==> src/rtl/pico_copy_master_if.sv <==
// Port-bus interface between the copy master and the system (Mem1 + output FIFO).
//   port_id      : port address driven by the master
//   out_port     : address or data driven by the master
//   write_strobe : one-cycle write pulse from the master
//   read_strobe  : read enable from the master
//   in_port      : read data returned by the system
//   fifo_full    : FIFO back-pressure from the system
interface pico_copy_master_if;
    logic [7:0] port_id;
    logic [7:0] out_port;
    logic       write_strobe;
    logic       read_strobe;
    logic [7:0] in_port;
    logic       fifo_full;

    modport master (
        output port_id,
        output out_port,
        output write_strobe,
        output read_strobe,
        input  in_port,
        input  fifo_full
    );

    modport slave (
        input  port_id,
        input  out_port,
        input  write_strobe,
        input  read_strobe,
        output in_port,
        output fifo_full
    );
endinterface

==> src/rtl/pico_copy_master.sv <==
// Port-bus master that copies N_BYTES bytes from the memory port pair
// (address write on ADDR_PORT, data read on DATA_PORT) into the FIFO port.
//   clk, rst     : clock and synchronous active-high reset
//   start_i      : level, begins a transfer when sampled in IDLE or DONE
//   abort_i      : level, terminates a transfer in progress
//   bus          : port bus (port_id, out_port, strobes, in_port, fifo_full)
//   busy_o       : high while a transfer is in progress
//   done_o       : high from completion until the next start or reset
//   byte_cnt_o   : bytes written to the FIFO in the current or last transfer
module pico_copy_master #(
    parameter int unsigned N_BYTES   = 8,
    parameter logic [7:0]  BASE_ADDR = 8'h00,
    parameter int unsigned RD_WAIT   = 2,
    parameter logic [7:0]  ADDR_PORT = 8'h30,
    parameter logic [7:0]  DATA_PORT = 8'h31,
    parameter logic [7:0]  FIFO_PORT = 8'h20,
    parameter int unsigned CNT_W     = $clog2(N_BYTES + 1)
) (
    input  logic                  clk,
    input  logic                  rst,
    input  logic                  start_i,
    input  logic                  abort_i,
    pico_copy_master_if.master    bus,
    output logic                  busy_o,
    output logic                  done_o,
    output logic [CNT_W-1:0]      byte_cnt_o
);

    localparam int unsigned IDX_W  = (N_BYTES > 1) ? $clog2(N_BYTES) : 1;
    localparam int unsigned WAIT_W = 4;
    localparam logic [IDX_W-1:0]  LAST_IDX  = IDX_W'(N_BYTES - 1);
    localparam logic [WAIT_W-1:0] LAST_WAIT = WAIT_W'(RD_WAIT - 1);

    typedef enum logic [2:0] {
        S_IDLE,
        S_SET_ADDR,
        S_RD_WAIT,
        S_CAPTURE,
        S_WRITE_FIFO,
        S_NEXT,
        S_DONE
    } state_e;

    state_e              state_q;
    logic [IDX_W-1:0]    idx_q;
    logic [WAIT_W-1:0]   wait_q;
    logic [7:0]          data_q;
    logic [7:0]          port_id_q;
    logic [7:0]          out_port_q;
    logic                write_strobe_q;
    logic                read_strobe_q;
    logic                busy_q;
    logic                done_q;
    logic [CNT_W-1:0]    byte_cnt_q;

    // Memory address of the current byte; 8-bit arithmetic wraps past FF.
    logic [7:0] mem_addr;
    assign mem_addr = BASE_ADDR + 8'(idx_q);

    // Transfer is in flight in every state except IDLE and DONE.
    logic in_xfer;
    assign in_xfer = (state_q != S_IDLE) && (state_q != S_DONE);

    // Transfer sequencer; every output is a register updated here.
    always_ff @(posedge clk) begin
        if (rst) begin
            state_q        <= S_IDLE;
            idx_q          <= '0;
            wait_q         <= '0;
            data_q         <= '0;
            port_id_q      <= '0;
            out_port_q     <= '0;
            write_strobe_q <= 1'b0;
            read_strobe_q  <= 1'b0;
            busy_q         <= 1'b0;
            done_q         <= 1'b0;
            byte_cnt_q     <= '0;
        end else if (abort_i && in_xfer) begin
            // Abort wins over stall and completion; byte count is kept.
            state_q        <= S_IDLE;
            write_strobe_q <= 1'b0;
            read_strobe_q  <= 1'b0;
            busy_q         <= 1'b0;
            done_q         <= 1'b0;
        end else begin
            case (state_q)
                S_IDLE, S_DONE: begin
                    write_strobe_q <= 1'b0;
                    read_strobe_q  <= 1'b0;
                    if (start_i) begin
                        idx_q      <= '0;
                        byte_cnt_q <= '0;
                        done_q     <= 1'b0;
                        busy_q     <= 1'b1;
                        state_q    <= S_SET_ADDR;
                    end
                end
                S_SET_ADDR: begin
                    port_id_q      <= ADDR_PORT;
                    out_port_q     <= mem_addr;
                    write_strobe_q <= 1'b1;
                    wait_q         <= '0;
                    state_q        <= S_RD_WAIT;
                end
                S_RD_WAIT: begin
                    // One edge here per read_strobe cycle, RD_WAIT in total.
                    port_id_q      <= DATA_PORT;
                    read_strobe_q  <= 1'b1;
                    write_strobe_q <= 1'b0;
                    wait_q         <= wait_q + WAIT_W'(1);
                    if (wait_q == LAST_WAIT) begin
                        state_q <= S_CAPTURE;
                    end
                end
                S_CAPTURE: begin
                    data_q        <= bus.in_port;
                    read_strobe_q <= 1'b0;
                    state_q       <= S_WRITE_FIFO;
                end
                S_WRITE_FIFO: begin
                    if (bus.fifo_full) begin
                        write_strobe_q <= 1'b0;
                    end else begin
                        port_id_q      <= FIFO_PORT;
                        out_port_q     <= data_q;
                        write_strobe_q <= 1'b1;
                        byte_cnt_q     <= byte_cnt_q + CNT_W'(1);
                        state_q        <= S_NEXT;
                    end
                end
                S_NEXT: begin
                    write_strobe_q <= 1'b0;
                    if (idx_q == LAST_IDX) begin
                        done_q  <= 1'b1;
                        busy_q  <= 1'b0;
                        state_q <= S_DONE;
                    end else begin
                        idx_q   <= idx_q + IDX_W'(1);
                        state_q <= S_SET_ADDR;
                    end
                end
                default: begin
                    state_q <= S_IDLE;
                end
            endcase
        end
    end

    assign bus.port_id      = port_id_q;
    assign bus.out_port     = out_port_q;
    assign bus.write_strobe = write_strobe_q;
    assign bus.read_strobe  = read_strobe_q;
    assign busy_o           = busy_q;
    assign done_o           = done_q;
    assign byte_cnt_o       = byte_cnt_q;

endmodule

==> src/flat_wrapper.sv <==
// flat-port wrapper written by rule: the top's interface ports become plain ports
module pico_copy_master_flat 
#(
    parameter int unsigned N_BYTES   = 8,
    parameter logic [7:0]  BASE_ADDR = 8'h00,
    parameter int unsigned RD_WAIT   = 2,
    parameter logic [7:0]  ADDR_PORT = 8'h30,
    parameter logic [7:0]  DATA_PORT = 8'h31,
    parameter logic [7:0]  FIFO_PORT = 8'h20,
    parameter int unsigned CNT_W     = $clog2(N_BYTES + 1)
)
  (clk, rst, start_i, abort_i, busy_o, done_o, byte_cnt_o, bus_port_id, bus_out_port, bus_write_strobe, bus_read_strobe, bus_in_port, bus_fifo_full);
  pico_copy_master_if bus_i ();
  input  logic clk;
  input  logic rst;
  input  logic start_i;
  input  logic abort_i;
  output logic busy_o;
  output logic done_o;
  output logic [CNT_W-1:0] byte_cnt_o;
  output wire logic [$bits(bus_i.port_id)-1:0] bus_port_id;
  output wire logic [$bits(bus_i.out_port)-1:0] bus_out_port;
  output wire logic [$bits(bus_i.write_strobe)-1:0] bus_write_strobe;
  output wire logic [$bits(bus_i.read_strobe)-1:0] bus_read_strobe;
  input wire logic [$bits(bus_i.in_port)-1:0] bus_in_port;
  input wire logic [$bits(bus_i.fifo_full)-1:0] bus_fifo_full;
  assign bus_port_id = bus_i.port_id;
  assign bus_out_port = bus_i.out_port;
  assign bus_write_strobe = bus_i.write_strobe;
  assign bus_read_strobe = bus_i.read_strobe;
  assign bus_i.in_port = bus_in_port;
  assign bus_i.fifo_full = bus_fifo_full;
  pico_copy_master #(.N_BYTES(N_BYTES), .BASE_ADDR(BASE_ADDR), .RD_WAIT(RD_WAIT), .ADDR_PORT(ADDR_PORT), .DATA_PORT(DATA_PORT), .FIFO_PORT(FIFO_PORT), .CNT_W(CNT_W)) u_core (.clk(clk), .rst(rst), .start_i(start_i), .abort_i(abort_i), .bus(bus_i), .busy_o(busy_o), .done_o(done_o), .byte_cnt_o(byte_cnt_o));
endmodule
==> config.mk <==
export PLATFORM = sky130hd
export DESIGN_NAME = pico_copy_master_flat
export DESIGN_NICKNAME = d
export VERILOG_FILES = /design/src/rtl/pico_copy_master_if.sv /design/src/rtl/pico_copy_master.sv /design/src/flat_wrapper.sv
export SDC_FILE = /design/constraint.sdc
export NUM_CORES = 1
export LEC_CHECK = 0
export ABC_AREA = 1
export BUFFER_PORTS_ARGS = -buffer_cell sky130_fd_sc_hd__buf_2
export CAP_MARGIN = 10
export CORE_MARGIN = 3
export CORE_UTILIZATION = 25
export DETAILED_ROUTE_END_ITERATION = 10
export SYNTH_ARGS = -nofsm -noshare
export SYNTH_HDL_FRONTEND = slang
export SYNTH_SLANG_ARGS = --single-unit
==> constraint.sdc <==
create_clock -name clk -period 1.2 [get_ports clk]
set_input_delay 0.12 -clock clk [delete_from_list [all_inputs] [get_ports clk]]
set_output_delay 0.12 -clock clk [all_outputs]
set_load 0.03 [all_outputs]
==> results.txt <==
----------------------------------------------------
[Status]
  Status ... finished, violations left
  Violated checks ... setup timing

[Drt]
  Routed wire length ... 4560 µm
  Routed wirelength normalized by instance count ... 11.2 µm
  Number of design-rule violations left by the first detailed-router iteration ... 84
  Total number of vias ... 1730
  Number of antenna-violating nets in the routed design ... 0
  Ratio of routed vias to standard cells ... 4.26
  DRC violations left ... 0
  Detailed-routing iteration count for the pre-antenna-repair pass ... 4

[Critical path]
  Worst reg2reg endpoint ... u_core.bus.out_port[2]$_SDFFE_PP0P_
  Flop2flop setup slack ... -0.09 ns
  Sort of element at the start of the critical path ... register
  Worst path depth ... 9
  CP required ... 1.39 ns
  Critical Path Slowest Stage Cell ... sky130_fd_sc_hd__dfxtp_4
  Data arrival time at the worst-slack endpoint ... 1.48 ns
  Largest stage delay, worst path ... 0.38 ns
  Critical path's top delay family ... simple AND/OR/NAND/NOR gates
  Setup crit end kind ... register
  Startpoint-to-endpoint class of the critical path ... register to register
  Count of buffering cells on the critical path with inverters included ... 2
  R2R cell count ... 9
  Reg2Reg Launch Point ... u_core.state_q[1]$_SDFFE_PP0P_
  Top cell by count, worst path ... sky130_fd_sc_hd__nand2_1
  Max FO, Critical Path ... 7
  Critical path, cell by cell ... inv_4, nand2_8, nor2_4, nand2_4, buf_12, nand3_4, nand2_1, nand2_1, nor2_1

[Layout]
  Number of filler cells placed in the layout ... 686
  Layout cells sized above 1 ... 44.1%
  Area overhead of the layout relative to synthesis ... 50.4%
  Diodes inserted ... 0
  Final core utilization ... 40.3%
  Final net count ... 330

[GRT]
  Vias in the first global route ... 1632
  Total GRT Usage ... 11.1%
  First-pass GRT wire length ... 7470 µm
  Number of antenna violations at the first check in global routing ... 0
  Global route overflow ... 0
  Largest net degree at the start of global routing ... 19

[Placed design]
  Total half-perimeter wirelength after legalization and detailed placement ... 3320 µm
  Final weighted congestion in routability-driven placement ... 0.877
  Port bufs ... 31
  Placement Setup Slack ... -0.167 ns

[Min path]
  Worst hold path type ... primary input to register
  Hold Startpoint ... bus_in_port[4]
  Endpoint of the worst hold-timing path ... u_core.data_q[4]$_SDFFE_PP0P_
  Worst Hold Depth ... 3

[Power and ir drop]
  Switching Power ... 2.73 mW
  Clock network fraction of total power ... 18.2%
  Comb power frac ... 53.9%
  Share of total power in sequential cells ... 27.9%
  Switching fraction of total power ... 43.5%
  Internal Power ... 3.55 mW
  Cell Pwr Density ... 2380 nW/µm²
  Leakage Power ... 1.19 nW
  Pwr Total ... 6.28 mW
  Max VDD drop ... 1.24 mV

[Die]
  Area of the die ... 8070 µm²
  Ports placed on the boundary ... 37
  Die Width ... 89.9 µm
  Effective utilization at floorplan ... 26.8%
  Number of placement rows ... 29
  Die outline height ... 89.9 µm
  Placeable Area ... 6570 µm²

[Clocking]
  Clock Pin Slew Worst Setup and Hold Paths ... 0.08 ns
  CTS root buffer ... sky130_fd_sc_hd__clkbuf_8
  Clock latency at the later pin of the worst-skew pair ... 0.29 ns
  Total CTS buffers ... 5
  Number of levels in the clock H-tree ... 2
  TritonCTS clock tree ... yes
  Clk sinks ... 37
  Clk buf depth ... 2
  Hold-fix buffers at CTS ... 0

[Synth]
  Instance count of the mapped netlist ... 246
  FF+latch count, synth ... 37
  Mean area per synthesized cell ... 7.15 µm²
  Cell area after synthesis ... 1760 µm²
  Total number of yosys warnings ... 0
  Register area share after synthesis ... 42.1%
  Post-synth EDFFs ... 0
  Commonest register cell after synthesis ... sky130_fd_sc_hd__dfxtp_1
  Async set or reset register ratio after synthesis ... 0%
  Synth unique cells ... 28

[Timing]
  Number of setup violations in the final report ... 25
  Number of hold-slack violations in the final timing report ... 0
  Achievable clock frequency ... 0.775 GHz
  RSZ-0062 raised after global routing ... true
  Count of final max-slew check failures ... 0
  Post-Route Skew ... 0.00477 ns
  Final WS setup ... -0.0897 ns
  Final Cycle Share ... 107%
  Minimum clock period after layout ... 1.29 ns

[Run]
  Max_cap viols ... 0

----------------------------------------------------
==> per-layer routing <==
layer  global-route usage, %  vias up  part of all wire [%]
met5                       0        -                     0
met4                    3.06        0                   1.1
met3                    2.84        7                   4.2
met2                    18.5       33                    47
met1                    14.2      775                    47
li1                        -      915                     -
==> through the flow <==
step / TNS, ns / area (µm²) / hold slack, ns / cells
2_1_floorplan: 0 / 1780 / 0.276 / 250
3_3_place_gp: -3.30 / 2190 / 0.379 / 392
3_5_place_dp: -3.45 / 2190 / 0.379 / 392
4_1_cts: -0.246 / 2420 / 0.0720 / 400
5_1_grt: -3.15 / 2640 / 0.104 / 406
6_report: -1.16 / 2640 / 0.0757 / 406
==> worst register-to-register path, stage by stage (launching register included) <==
cell and delay (ns):
sky130_fd_sc_hd__dfxtp_4 0.38, sky130_fd_sc_hd__inv_4 0.09, sky130_fd_sc_hd__nand2_8 0.09, sky130_fd_sc_hd__nor2_4 0.14
sky130_fd_sc_hd__nand2_4 0.08, sky130_fd_sc_hd__buf_12 0.13, sky130_fd_sc_hd__nand3_4 0.12, sky130_fd_sc_hd__nand2_1 0.06
sky130_fd_sc_hd__nand2_1 0.06, sky130_fd_sc_hd__nor2_1 0.04
==> area by class of cell <==
type	count	area, µm²	area share [%]
inverters	30	130	4.92
repair buffers	64	423	16.0
clock buffers	6	82.6	3.12
multi-input cells	174	1100	41.6
flip-flops and latches	37	756	28.6
well taps	93	116	4.40
clock inverters	2	37.5	1.42
==> cells in the mapped netlist (3+ instances only) <==
| cell | number | share of area, % |
|---|---|---|
| sky130_fd_sc_hd__a21oi_1 | 21 | 6.0 |
| sky130_fd_sc_hd__buf_4 | 5 | 2.1 |
| sky130_fd_sc_hd__clkbuf_1 | 3 | 0.64 |
| sky130_fd_sc_hd__dfxtp_1 | 37 | 42 |
| sky130_fd_sc_hd__ha_1 | 5 | 3.6 |
| sky130_fd_sc_hd__inv_1 | 26 | 5.6 |
| sky130_fd_sc_hd__inv_2 | 4 | 0.85 |
| sky130_fd_sc_hd__nand2_1 | 55 | 12 |
| sky130_fd_sc_hd__nand2_2 | 3 | 1.1 |
| sky130_fd_sc_hd__nand2_4 | 3 | 1.9 |
| sky130_fd_sc_hd__nand3_1 | 12 | 3.4 |
| sky130_fd_sc_hd__nand4_1 | 4 | 1.4 |
| sky130_fd_sc_hd__nor2_1 | 34 | 7.3 |
| sky130_fd_sc_hd__nor3_1 | 3 | 0.85 |
| sky130_fd_sc_hd__o21ai_0 | 18 | 5.1 |
==> what timing repair did <==
action	in CTS	in global routing
resized for setup	31	50
hold endpoints to repair	0	0
setup endpoints to repair	36	35
gates cloned	0	1
pin swaps	4	24
setup buffers	0	6
==> layout by cell type, fill, tap and decap left out, types with 2 or more instances in the layout <==
cell,n
sky130_fd_sc_hd__nand2_1,41
sky130_fd_sc_hd__buf_2,31
sky130_fd_sc_hd__dfxtp_1,31
sky130_fd_sc_hd__buf_4,30
sky130_fd_sc_hd__nor2_1,27
sky130_fd_sc_hd__inv_1,19
sky130_fd_sc_hd__nand2_2,14
sky130_fd_sc_hd__a21oi_1,14
sky130_fd_sc_hd__o21ai_0,12
sky130_fd_sc_hd__nand3_1,7
sky130_fd_sc_hd__o21ai_1,7
sky130_fd_sc_hd__a21oi_2,7
sky130_fd_sc_hd__clkbuf_8,6
sky130_fd_sc_hd__inv_2,5
sky130_fd_sc_hd__inv_4,5
sky130_fd_sc_hd__nor2_2,5
sky130_fd_sc_hd__conb_1,5
sky130_fd_sc_hd__nand3_4,4
sky130_fd_sc_hd__nand3_2,4
sky130_fd_sc_hd__nor2_4,4
sky130_fd_sc_hd__nand4_1,4
sky130_fd_sc_hd__nand2_8,3
sky130_fd_sc_hd__nand2_4,3
sky130_fd_sc_hd__ha_4,3
sky130_fd_sc_hd__dfxtp_2,3
sky130_fd_sc_hd__dfxtp_4,3
sky130_fd_sc_hd__nor3_1,2
sky130_fd_sc_hd__ha_1,2
sky130_fd_sc_hd__buf_6,2
==> power groups by stage <==
| stage | Clock (mW) | Combinational (mW) | Sequential, mW |
|---|---|---|---|
| after global routing | 1.21 | 3.76 | 1.78 |
| final | 1.14 | 3.39 | 1.75 |
| after global placement | 0 | 2.56 | 1.66 |
| after CTS | 1.17 | 2.78 | 1.72 |
| after detailed placement | 0 | 2.58 | 1.66 |
| after floorplan | 0 | 1.45 | 1.89 |
==> worst max path at each step <==
| stage | startpoint | endpoint | slack [ns] |
|---|---|---|---|
| final | u_core.state_q[1]$_SDFFE_PP0P_ | u_core.bus.out_port[2]$_SDFFE_PP0P_ | -0.09 |
| after global routing | u_core.state_q[1]$_SDFFE_PP0P_ | u_core.idx_q[2]$_SDFFE_PP0P_ | -0.15 |
| after CTS | u_core.state_q[1]$_SDFFE_PP0P_ | u_core.bus.out_port[2]$_SDFFE_PP0P_ | -0.04 |
| after detailed placement | u_core.state_q[2]$_SDFFE_PP0P_ | u_core.bus.out_port[1]$_SDFFE_PP0P_ | -0.17 |
| after global placement | u_core.state_q[0]$_SDFFE_PP0P_ | u_core.bus.out_port[7]$_SDFFE_PP0P_ | -0.16 |
| after floorplan | u_core.state_q[2]$_SDFFE_PP0P_ | u_core.bus.port_id[5]$_SDFFE_PP0P_ | 0.005 |
==> logic make-up after synthesis <==
family,Yosys count,synth area share (%)
buffers and inverters,40,10.1
flip-flops,37,42.1
other,1,0.213
AO/OA/AOI/OAI,42,12.2
AND/OR/NAND/NOR,120,31.3
XOR/XNOR,1,0.498
adder cells (fa/ha/maj),5,3.56
==> state kept, by name (all words and copies together) (netlist names) <==
| name | count |
|---|---|
| u_core.state_q | 3 |
| u_core.idx_q | 3 |
| u_core.done_o | 1 |
| u_core.wait_q | 4 |
| u_core.byte_cnt_o | 4 |
| u_core.bus.out_port | 8 |
| u_core.bus.write_strobe | 1 |
| u_core.busy_o | 1 |
| u_core.data_q | 8 |
| u_core.bus.read_strobe | 1 |
| u_core.bus.port_id | 3 |
Note: power is estimated with default switching activity, not from simulation.
